`src/rtl/branch_predictor.sv`:
```
`default_nettype none
// ============================================================================
// Module   : branch_predictor
// Brief    : Direct-mapped BTB with 2-bit direction counters and a saturating
//            misprediction statistics counter.
// Revision : 1.0 - initial release
// ============================================================================
module branch_predictor #(
    parameter int PC_WIDTH  = 32,
    parameter int IDX_BITS  = 4,
    parameter int CNT_WIDTH = 16
) (
    input  logic                 clk,
    input  logic                 rst_n,
    input  logic [PC_WIDTH-1:0]  IF_PC,
    output logic                 Predict_Taken,
    output logic [PC_WIDTH-1:0]  Predict_Target,
    input  logic                 Upd_en,
    input  logic [PC_WIDTH-1:0]  Upd_PC,
    input  logic                 Upd_Taken,
    input  logic                 Upd_Jump,
    input  logic [PC_WIDTH-1:0]  Upd_Target,
    input  logic                 Upd_Mispredict,
    output logic [CNT_WIDTH-1:0] Mispredict_Cnt
);

    localparam int         c_DEPTH = 1 << IDX_BITS;
    localparam int         c_TAG_W = PC_WIDTH - IDX_BITS - 2;
    localparam logic [1:0] c_SNT   = 2'b00;
    localparam logic [1:0] c_WNT   = 2'b01;
    localparam logic [1:0] c_WT    = 2'b10;
    localparam logic [1:0] c_ST    = 2'b11;

    logic                 r_valid  [c_DEPTH];
    logic [c_TAG_W-1:0]   r_tag    [c_DEPTH];
    logic [PC_WIDTH-1:0]  r_target [c_DEPTH];
    logic [1:0]           r_ctr    [c_DEPTH];
    logic [CNT_WIDTH-1:0] r_mcnt;

    logic [IDX_BITS-1:0]  w_if_idx;
    logic [c_TAG_W-1:0]   w_if_tag;
    logic                 w_if_hit;
    logic [IDX_BITS-1:0]  w_upd_idx;
    logic [c_TAG_W-1:0]   w_upd_tag;
    logic                 w_upd_hit;
    logic                 w_wr_en;
    logic                 w_load_tgt;
    logic [1:0]           w_nxt_ctr;
    logic                 w_unused_pc_bits;

    // Byte offset within the word never participates in index or tag.
    assign w_unused_pc_bits = &{1'b0, IF_PC[1:0], Upd_PC[1:0]};

    // Lookup reads only registered state, so a same-cycle update is not seen.
    assign w_if_idx       = IF_PC[IDX_BITS+1:2];
    assign w_if_tag       = IF_PC[PC_WIDTH-1:IDX_BITS+2];
    assign w_if_hit       = r_valid[w_if_idx] && (r_tag[w_if_idx] == w_if_tag);
    assign Predict_Taken  = w_if_hit && r_ctr[w_if_idx][1];
    assign Predict_Target = Predict_Taken ? r_target[w_if_idx]
                                          : IF_PC + PC_WIDTH'(4);

    assign w_upd_idx = Upd_PC[IDX_BITS+1:2];
    assign w_upd_tag = Upd_PC[PC_WIDTH-1:IDX_BITS+2];
    assign w_upd_hit = r_valid[w_upd_idx] && (r_tag[w_upd_idx] == w_upd_tag);

    always_comb begin
        w_wr_en    = 1'b0;
        w_load_tgt = 1'b0;
        w_nxt_ctr  = r_ctr[w_upd_idx];
        if (Upd_en) begin
            if (!w_upd_hit) begin
                // Only taken transfers allocate; an alias is simply replaced.
                if (Upd_Taken) begin
                    w_wr_en    = 1'b1;
                    w_load_tgt = 1'b1;
                    w_nxt_ctr  = Upd_Jump ? c_ST : c_WT;
                end
            end else begin
                w_wr_en = 1'b1;
                if (Upd_Jump) begin
                    w_load_tgt = 1'b1;
                    w_nxt_ctr  = c_ST;
                end else if (Upd_Taken) begin
                    w_load_tgt = 1'b1;
                    w_nxt_ctr  = (r_ctr[w_upd_idx] == c_ST) ? c_ST
                                                            : r_ctr[w_upd_idx] + 2'd1;
                end else begin
                    w_nxt_ctr  = (r_ctr[w_upd_idx] == c_SNT) ? c_SNT
                                                             : r_ctr[w_upd_idx] - 2'd1;
                end
            end
        end
    end

    always_ff @(posedge clk) begin
        if (!rst_n) begin
            for (int i = 0; i < c_DEPTH; i++) begin
                r_valid[i]  <= 1'b0;
                r_tag[i]    <= '0;
                r_target[i] <= '0;
                r_ctr[i]    <= c_WNT;
            end
            r_mcnt <= '0;
        end else begin
            if (w_wr_en) begin
                r_valid[w_upd_idx] <= 1'b1;
                r_tag[w_upd_idx]   <= w_upd_tag;
                r_ctr[w_upd_idx]   <= w_nxt_ctr;
                if (w_load_tgt) begin
                    r_target[w_upd_idx] <= Upd_Target;
                end
            end
            if (Upd_en && Upd_Mispredict && (r_mcnt != {CNT_WIDTH{1'b1}})) begin
                r_mcnt <= r_mcnt + CNT_WIDTH'(1);
            end
        end
    end

    assign Mispredict_Cnt = r_mcnt;

endmodule
`default_nettype wire

```
`config.mk`:
```
export PLATFORM = sky130hd
export DESIGN_NAME = branch_predictor
export DESIGN_NICKNAME = d
export VERILOG_FILES = /design/src/rtl/branch_predictor.sv
export SDC_FILE = /design/constraint.sdc
export NUM_CORES = 2
export LEC_CHECK = 0
export CAP_MARGIN = 5
export CORE_MARGIN = 2
export CORE_UTILIZATION = 55
export CTS_CLUSTER_DIAMETER = 120
export DETAILED_ROUTE_END_ITERATION = 16
export DONT_BUFFER_PORTS = 1
export PLACE_DENSITY = 0.73
export SYNTH_ARGS = -nofsm -noshare
export SYNTH_HDL_FRONTEND = slang
export SYNTH_SLANG_ARGS = --single-unit
```
`constraint.sdc`:
```
create_clock -name clk -period 5.1 [get_ports clk]
set_input_delay 0 -clock clk [delete_from_list [all_inputs] [get_ports clk]]
set_output_delay 0 -clock clk [all_outputs]
set_load 0.01 [all_outputs]
```
==> flow_summary.toml <==
[floorplanning]
die_w_um = 306
core_area_um2 = 90100
initial_core_util_pct = 55.5
die_h_um = 306
rows = 110
io_pins = 151
die_area_um2 = 93400

[synth]
synthesis.nets = 3533
ys_warn_count = 0
netlist_instances = 3429
synth_flop_cell = "edfxtp_1"
synth_area_um2 = 50000
synth_cell_types = 72
synth-seq-cells = 992
synth_edf_count = 960
synth.avg_cell_area_um2 = 14.6
async_reset_ff_share_pct = 0
ys_seq_area_share_pct = 58.9

[pwr]
internal_power_mw = 14.2
p_sw_share_pct = 23.9
powerDensity_nw_per_um2 = 339
leakage_nw = 17.3
p_sw_mw = 4.47
clock_power_share_pct = 39.3
ir_drop_v = 0.000290
seq_power_share_pct = 50.9
pwr-share-comb_pct = 9.9

[job]
cap_violations = 0

[timing]
max-slew-margin-rel_pct = 18.5
tightest_slew_ns = 1.22
setup_viol = 0
fin_ws_ns = 0.294
timing.final.crit_share_pct = 94.2
maxSlewViolCount = 0
max_freq_mhz = 208
fin_crit_ns = 4.81
holdWs_ns = 0.0941
skew_ns = 0.0450
rsz0062_at_grt = "no"
finalHoldViolCount = 0

[placed_design]
pre_cts_ws_ns = 0.519
dpl.hpwl_um = 87300
dpl.cell_count = 4373
placed_area_um2 = 51200
gp_congestion = 0.956
io_buffers = 0

[critical_path]
critPathLaunchType = "flop"
timing.rr.start = "r_tag[4][17]"
worst_ep_required_time_ns = 5.41
crit_type = "flop to flop"
cp.arrival_ns = 5.12
endpoint = "r_target[9][0]"
ff2ff_setup_slack_ns = 0.29
crit_path_end_kind = "flop"
worstReg2RegEnd = "r_target[9][0]"
worstSetupStartpoint = "r_tag[4][17]"
rr_worst_depth = 10
path_max_fanout = 34

[detailed_routing]
drcViolationCount = 0
num_vias = 32700
routed_via_density = 7.06
postRouteAntennaNets = 0
wl_um = 152000
routedWlPerCell_um = 32.8
first_iter_violations = 5628
dr.pass1.iters = 6

[global_routing]
grt_pass1_vias = 32800
grt_antenna_before_repair = 9
grt_max_degree = 254
grt_pass1_wl_um = 219000
grt_usage_pct = 32.4
overflow = 0

[run_status]
status = "complete, no violations"

[cells_and_area]
drive_gt1_share_pct = 23.4
synthToLayoutAreaGrowth_pct = 10.2
stdcell_count = 4626
nets = 3467
final_area_um2 = 55100
final_util_pct = 61.2

[clock_network]
path_clk_slew_ns = 0.06
cts-root-buf = "clkbuf_16"
clock_sinks = 992
numCtsBuffers = 102
cts_buffer_depth = 3
insertion_delay_ns = 0.71
cts_tree = "built"
cts_setup_buffers = 0
htreeDepth = 3

[worst_hold_path]
hp-class = "input port to flop"
==> repair_timing <==
| item | in CTS | in global routing |
|---|---|---|
| hold endpoints to repair | 1632 | 0 |
| gates resized for setup | 0 | 0 |
| hold buffers | 62 | 0 |
| setup endpoints to repair | 0 | 0 |
==> power by group through the flow <==
stage	Clock, mW	Sequential (mW)	Combinational (mW)
after floorplan	0	9.61	1.33
after global placement	0	9.63	1.68
after detailed placement	0	9.67	1.70
after CTS	7.36	9.50	1.81
after global routing	7.67	9.54	1.89
final	7.34	9.51	1.85
==> critical path: stages (launching register included) <==
cell      delay, ns
edfxtp_1       0.40
mux4_2         0.48
a22oi_1        0.20
o21ai_0        0.16
xnor2_1        0.49
nand4b_1       0.37
nor4b_4        0.52
a41o_2         0.49
nand3_4        0.48
o21ai_4        0.31
buf_4          0.48
==> placed cells by master (no fill, tap or decap), drive strengths merged, types with 32 or more instances in the layout <==
master | Yosys | layout
edfxtp | 960 | 960
nor2 | 533 | 533
mux4 | 380 | 380
and2 | 255 | 255
nand2 | 203 | 203
nor4 | 182 | 182
clkbuf | 168 | 126
buf | 159 | 96
o21ai | 84 | 84
mux2i | 70 | 70
dlygate4sd3 | 0 | 61
xnor2 | 55 | 55
clkinv | 2 | 45
nand3 | 43 | 43
xor2 | 34 | 34
dfxtp | 32 | 32
==> cells by family after synthesis <==
group / Yosys count / synth area share (%)
and+or+nand+nor: 1338 / 14.6
muxes: 470 / 19.0
DFF: 992 / 58.9
xor gates and xnor gates: 89 / 1.56
adders and majority gates: 2 / 0.0500
AOI/OAI and AO/OA: 196 / 2.59
buffers and inverters: 342 / 3.32
==> routing by layer <==
metal | vias to the layer above | wire, µm | track usage, %
met1 | 16500 | 51800 | 42.5
met3 | 463 | 22700 | 10.2
met4 | 4 | 7440 | 14.3
met5 | - | 185 | 0
met2 | 2665 | 69600 | 50.2
li1 | 13000 | - | -
==> metrics by stage <==
step | setup TNS, ns | total power, mW
after global placement | 0 | 11.3
after detailed placement | 0 | 11.4
after global routing | 0 | 19.1
after floorplan | -18.79 | 10.9
after CTS | 0 | 18.7
final | 0 | 18.7
==> state kept, by name (all words and copies together), names as in the netlist <==
name	flops
r_target	512
r_tag	416
r_ctr	32
Mispredict_Cnt	16
r_valid	16
==> cell type report <==
cell class / count / area (µm²)
fillers: 6461 / 35000
clock buffers: 126 / 2660
inverters: 15 / 56.3
clock inverters: 58 / 572
well taps: 1176 / 1470
repair buffers: 157 / 1640
diodes: 7 / 17.5
flip-flops and latches: 992 / 29500
multi-input cells: 2095 / 19200
==> cells in the mapped netlist, types with 10 or more instances <==
master	n	area share [%]
a21o_1	20	0.30
a22oi_1	22	0.33
and2_1	254	3.2
and4_1	11	0.19
buf_1	42	0.32
buf_2	72	0.72
buf_4	16	0.24
buf_6	27	0.61
clkbuf_1	168	1.3
dfxtp_1	32	1.3
edfxtp_1	960	58
inv_1	12	0.090
mux2_2	20	0.45
mux2i_1	70	1.4
mux4_2	380	17
nand2_1	203	1.5
nand2b_1	24	0.30
nand3_1	43	0.43
nand4_1	16	0.20
nor2_1	533	4.0
nor2b_1	10	0.13
nor3_4	16	0.52
nor3b_1	16	0.24
nor4_1	86	1.1
nor4_2	96	2.4
o21ai_0	66	0.66
o21ai_1	18	0.18
xnor2_1	55	0.96
xor2_1	34	0.60
==> how the worst min path moves through the flow <==
| stage | slack, ns | cells past startpoint | end | startpoint |
|---|---|---|---|---|
| floorplan | 0.15 | 1 | Predict_Target[0] | IF_PC[0] |
| global placement | 0.16 | 1 | Predict_Target[1] | IF_PC[1] |
| detailed placement | 0.15 | 1 | Predict_Target[1] | IF_PC[1] |
| CTS | 0.02 | 2 | r_tag[10][19] | Upd_PC[5] |
| global route | 0.1 | 3 | r_ctr[7][0] | Upd_Taken |
| finish | 0.09 | 3 | r_ctr[12][0] | Upd_Taken |
(Power assumes the default switching activity.)
